**src/rtl/fetch_pkg.sv**
```systemverilog
// Shared types and constants for the instruction fetch stage.
package fetch_pkg;

    localparam int unsigned PC_W = 32;
    localparam logic [31:0] NOP_INSTR = 32'h0000_0013;
    localparam logic [PC_W-1:0] DEFAULT_RESET_PC = 32'h0000_0000;

    typedef struct packed {
        logic [31:0] pc;
        logic [31:0] instr;
    } fetch_entry_t;

endpackage

```
**src/rtl/fetch_buffer.sv**
```systemverilog
// Two-entry shift FIFO of fetched {pc, instr}; slot 0 is always the head, so
// it keeps the last presented entry when the buffer drains or is flushed.
module fetch_buffer
    import fetch_pkg::*;
(
    input  logic         clk,
    input  logic         reset,
    input  logic         flush,
    input  logic         push,
    input  logic         pop,
    input  fetch_entry_t din,
    output logic [1:0]   count,
    output fetch_entry_t head,
    output logic         empty,
    output logic         full
);

    fetch_entry_t e0, e1;
    logic         pop_ok, push_ok;

    assign empty   = (count == 2'd0);
    assign full    = (count == 2'd2);
    assign pop_ok  = pop & !empty;
    assign push_ok = push & (!full | pop_ok);
    assign head    = e0;

    always_ff @(posedge clk or negedge reset) begin
        if (!reset) begin
            count <= '0;
            e0    <= '{pc: '0, instr: NOP_INSTR};
            e1    <= '0;
        end else if (flush) begin
            count <= '0;
        end else begin
            unique case ({push_ok, pop_ok})
                2'b11: begin
                    if (full) begin
                        e0 <= e1;
                        e1 <= din;
                    end else begin
                        e0 <= din;
                    end
                end
                2'b10: begin
                    if (empty) e0 <= din;
                    else       e1 <= din;
                    count <= count + 2'd1;
                end
                2'b01: begin
                    if (full) e0 <= e1;
                    count <= count - 2'd1;
                end
                default: ;
            endcase
        end
    end

endmodule

```
**src/rtl/instruction_fetch.sv**
```systemverilog
// Fetch stage: PC, single outstanding memory request, and credit-based issue
// into a two-entry buffer that feeds decode over valid/ready.
module instruction_fetch
    import fetch_pkg::*;
#(
    parameter logic [PC_W-1:0] RESET_PC = DEFAULT_RESET_PC
) (
    input  logic            clk,
    input  logic            reset,
    output logic [PC_W-1:0] imem_addr,
    output logic            imem_read_en,
    input  logic [31:0]     imem_data_out,
    input  logic            redirect_valid,
    input  logic [PC_W-1:0] redirect_pc,
    output logic            if_valid,
    input  logic            if_ready,
    output logic [PC_W-1:0] if_pc,
    output logic [31:0]     if_instr
);

    logic [PC_W-1:0] pc, req_pc;
    logic            inflight;
    logic [1:0]      buf_count;
    logic            buf_empty, buf_full;
    logic            deq, credit_ok, issue, capture, push, pop;
    fetch_entry_t    buf_head;

    assign deq       = if_valid & if_ready;
    assign credit_ok = ({1'b0, buf_count} + {2'b00, inflight}) < 3'd2;
    // Gated by reset so the strobe is low for the whole reset interval.
    assign issue     = reset & !redirect_valid & (credit_ok | deq);
    assign capture   = inflight & !redirect_valid;
    assign pop       = deq & !redirect_valid;
    assign push      = capture & (!buf_full | pop);

    assign imem_addr    = pc;
    assign imem_read_en = issue;

    always_ff @(posedge clk or negedge reset) begin
        if (!reset) begin
            pc       <= RESET_PC;
            req_pc   <= RESET_PC;
            inflight <= 1'b0;
        end else begin
            inflight <= issue;
            if (redirect_valid) begin
                pc <= redirect_pc & ~32'd3;
            end else if (issue) begin
                pc     <= pc + 32'd4;
                req_pc <= pc;
            end
        end
    end

    fetch_buffer u_buf (
        .clk   (clk),
        .reset (reset),
        .flush (redirect_valid),
        .push  (push),
        .pop   (pop),
        .din   ('{pc: req_pc, instr: imem_data_out}),
        .count (buf_count),
        .head  (buf_head),
        .empty (buf_empty),
        .full  (buf_full)
    );

    assign if_valid = !buf_empty;
    assign if_pc    = buf_head.pc;
    assign if_instr = buf_head.instr;

endmodule
```
**config.mk**
```make
export PLATFORM = sky130hd
export DESIGN_NAME = instruction_fetch
export DESIGN_NICKNAME = d
export VERILOG_FILES = /design/src/rtl/fetch_pkg.sv /design/src/rtl/fetch_buffer.sv /design/src/rtl/instruction_fetch.sv
export SDC_FILE = /design/constraint.sdc
export NUM_CORES = 1
export LEC_CHECK = 0
export CORE_MARGIN = 8
export CORE_UTILIZATION = 56
export DETAILED_ROUTE_END_ITERATION = 7
export GPL_TIMING_DRIVEN = 0
export PLACE_DENSITY_LB_ADDON = 0.1
export RECOVER_POWER = 100
export SLEW_MARGIN = 20
export SYNTH_ARGS = -nofsm -noshare
export SYNTH_HDL_FRONTEND = slang
export SYNTH_SLANG_ARGS = --single-unit
```
**constraint.sdc**
```tcl
create_clock -name clk -period 4.63 [get_ports clk]
set_input_delay 0.926 -clock clk [delete_from_list [all_inputs] [get_ports clk]]
set_output_delay 0.926 -clock clk [all_outputs]
set_load 0.02 [all_outputs]
```
==> metrics.yaml <==
status:
  status: "finished with violations"
  failed_checks: "capacitance limit, slew limit"
logic_synthesis:
  synth_ff_type: "dfrtp_1"
  netlist_top_cells_area: "dfrtp_1 (49%), mux2_2 (7.7%), nand2_1 (6.7%)"
  synth_top_area_share_pct: 49.5
  synth_seq_cells: 188
  ys_types: 51
  synth_area_um2: 9350
  synth_area_leader_cell: "dfrtp_1"
  yosysSeqAreaShare_pct: 50.3
  syn_inst: 857
  syn_avg_cell_area_um2: 10.9
  synth_edf_count: 0
  async_flop_share_pct: 100
  synth-warning-count: 0
cts:
  htree_levels: 4
  cts_setup_buffers: 0
  cts_buffers: 17
  cts_tree: "done"
  hold_buffers: 0
  cts_buffer_depth: 2
  ctsRootBufferMaster: "clkbuf_16"
  cts_sinks: 188
  clk_latency_ps: 440
  clk_pin_slew_ps: 60
drt:
  wl_mm: 26.0
  antenna_left: 0
  dr_wl_met2_mm: 12.2
  drtIter0Drc: 650
  wire_per_inst_um: 20.4
  vias: 7837
  vias_per_cell: 6.15
  wl_met3_mm: 1.85
  firstDrtPassIters: 5
  drc_errors: 0
  routed.top_layer: "met4"
  drt-met1-wl_mm: 11.4
finish:
  nFillCells: 1223
  nNetsFinal: 1115
  fin_area_um2: 11800
  diodes: 0
  final_layout_size_suffix_gt1_share_pct: 12.0
  final_core_util_pct: 71.7
  instances_no_fill: 1274
  syn2layout_area_growth_pct: 26.3
timing:
  max_freq_mhz: 231
  hold_violations: 0
  holdWs_ps: 372
  finClkSkew_ps: 8.31
  rsz0062_at_grt: "false"
  post-route-min-period_ps: 4340
  setup_violations: 0
  min_period_over_period_pct: 93.7
  slew_viol_final: 69
  tightest_slew_ps: 1950
  max-slew-margin-rel_pct: -29.8
  setup-tns-final_ps: 0
setup_path:
  critical_path_required_ps: 3700
  path_max_fanout: 61
  cp_data_arrival_time_ps: 3410
  worstSetupEndpointType: "primary output"
  startpoint_type: "input port"
  worst-setup-path-type: "in -> out"
global_routing:
  grt_pass1_vias: 7571
  grt_start_max_net_pins: 69
  grt_pass1_wl_mm: 41.8
  gr-total-overflow: 0
  antenna_found_initial: 0
  groute.usage.overall_pct: 24.4
floorplanning:
  io_pins: 166
  num_rows: 47
  die_w_um: 145
  start_util_pct: 56.8
  core-area_um2: 16500
  die-height_um: 145
  die-area_um2: 21100
min_path:
  hp-class: "in -> async"
placement:
  post_dp_cell_area_um2: 11300
  dp_cells: 1241
  port_buffers: 161
  dpl.hpwl_mm: 17.7
  gp_congestion: 0.805
power:
  peakVddDrop_mv: 0.281
  p_leak_uw: 0.00544
  power.density_nw_per_um2: 452
run:
  maxCapViolCount: 2
Yosys cell counts (2+ instances only):
cell / instances
mux2_1: 26
nor4_2: 5
nor3_1: 5
a221oi_1: 62
dfrtp_1: 185
a21o_1: 62
o21ai_1: 13
inv_1: 7
nor4_4: 2
o21ai_0: 20
buf_6: 2
mux2_2: 64
mux2i_1: 2
and2_1: 3
nor3_2: 4
nor2b_1: 2
ha_1: 5
clkbuf_1: 50
nor2_1: 11
buf_2: 15
dfstp_2: 3
xnor2_1: 19
nand3_1: 8
buf_4: 4
buf_1: 4
and4_1: 4
xor2_1: 12
nand2_1: 167
dlygate4sd1_1: 2
nand4_1: 7
a311oi_1: 62
per-layer routing:
metal  GRT usage (%)  vias to the layer above
met5               0                        -
met4            8.54                        0
met3            5.69                       40
met2            38.1                      352
met1            32.9                     3902
li1                -                     3543
final timing paths:
path / depth (start not counted) / to / slack [ps] / start
setup / recovery: 9 / imem_read_en / 290 / reset
hold / removal: 1 / u_buf.e1[5] / 370 / reset
setup reg to reg: 11 / u_buf.head[44] / 330 / u_buf.count[0]
hold reg to reg: 1 / u_buf.head[36] / 470 / u_buf.head[36]
max in group asynchronous: 3 / imem_addr[26] / 1870 / reset
min in group clk: 1 / u_buf.head[36] / 470 / u_buf.head[36]
what timing repair did:
item / in CTS / in global routing
resized for setup: 1 / 0
cloned: 1 / 1
endpoints found under the setup margin: 1 / 1
hold endpoints to repair: 0 / 0
cells by family after synthesis:
group / Yosys count / synth area share [%]
mux: 92 / 11.1
buf+inv: 87 / 4.40
xor+xnor: 31 / 2.90
flops: 188 / 50.3
other cells: 1 / 0.0401
simple gates: 226 / 11.3
compound gates: 227 / 19.3
fa+ha+maj: 5 / 0.669
flip-flops by register name, summed over array words and instances (netlist names):
| name | cells |
|---|---|
| u_buf.e1 | 62 |
| req_pc | 30 |
| u_buf.head | 63 |
| inflight | 1 |
| imem_addr | 30 |
| u_buf.count | 2 |
layout by cell type (no fill, tap or decap), drive strengths merged, types with 3 or more instances in the layout:
master	count
dfstp	3
nor3	9
clkinv	3
nor2	11
ha	5
and2	4
a311oi	62
a21o	62
nor4	7
clkbuf	96
and4	4
nand3	8
a221oi	62
xor2	12
nand2	167
nand4	8
xnor2	19
mux2	90
buf	12
dfrtp	185
o21ai	34
inv	8
dlygate4sd3	95
clkdlybuf4s50	65
area by class of cell:
| type | instances | area, um2 | area share [%] |
|---|---|---|---|
| repair buffers | 165 | 1680 | 14.3 |
| flip-flops and latches | 188 | 4710 | 39.9 |
| well taps | 220 | 275 | 2.33 |
| plain buffers | 79 | 372 | 3.15 |
| inverters | 8 | 30.0 | 0.254 |
| multi-input cells | 583 | 4140 | 35.0 |
| clock inverters | 5 | 78.8 | 0.667 |
| clock buffers | 26 | 529 | 4.48 |
worst max-delay path, cell delays in order:
cell and delay [ps]:
buf_12 280, buf_16 260, buf_16 230, o21ai_2 100, or2_1 200, buf_2 200, inv_2 240, buf_4 280
clkdlybuf4s50_1 640
report_power, final:
group	switching (uW)	internal, uW
registers	308	2080
logic	750	708
clock network	598	893
metrics by stage:
step / setup WS [ps] / power [uW]
floorplan: 1820 / 3210
CTS: 78.8 / 5480
finish: 292 / 5340
global route: 74.8 / 5600
global placement: -6930 / 3930
detailed placement: -122 / 3980
Power figures use the tool's default switching activity.
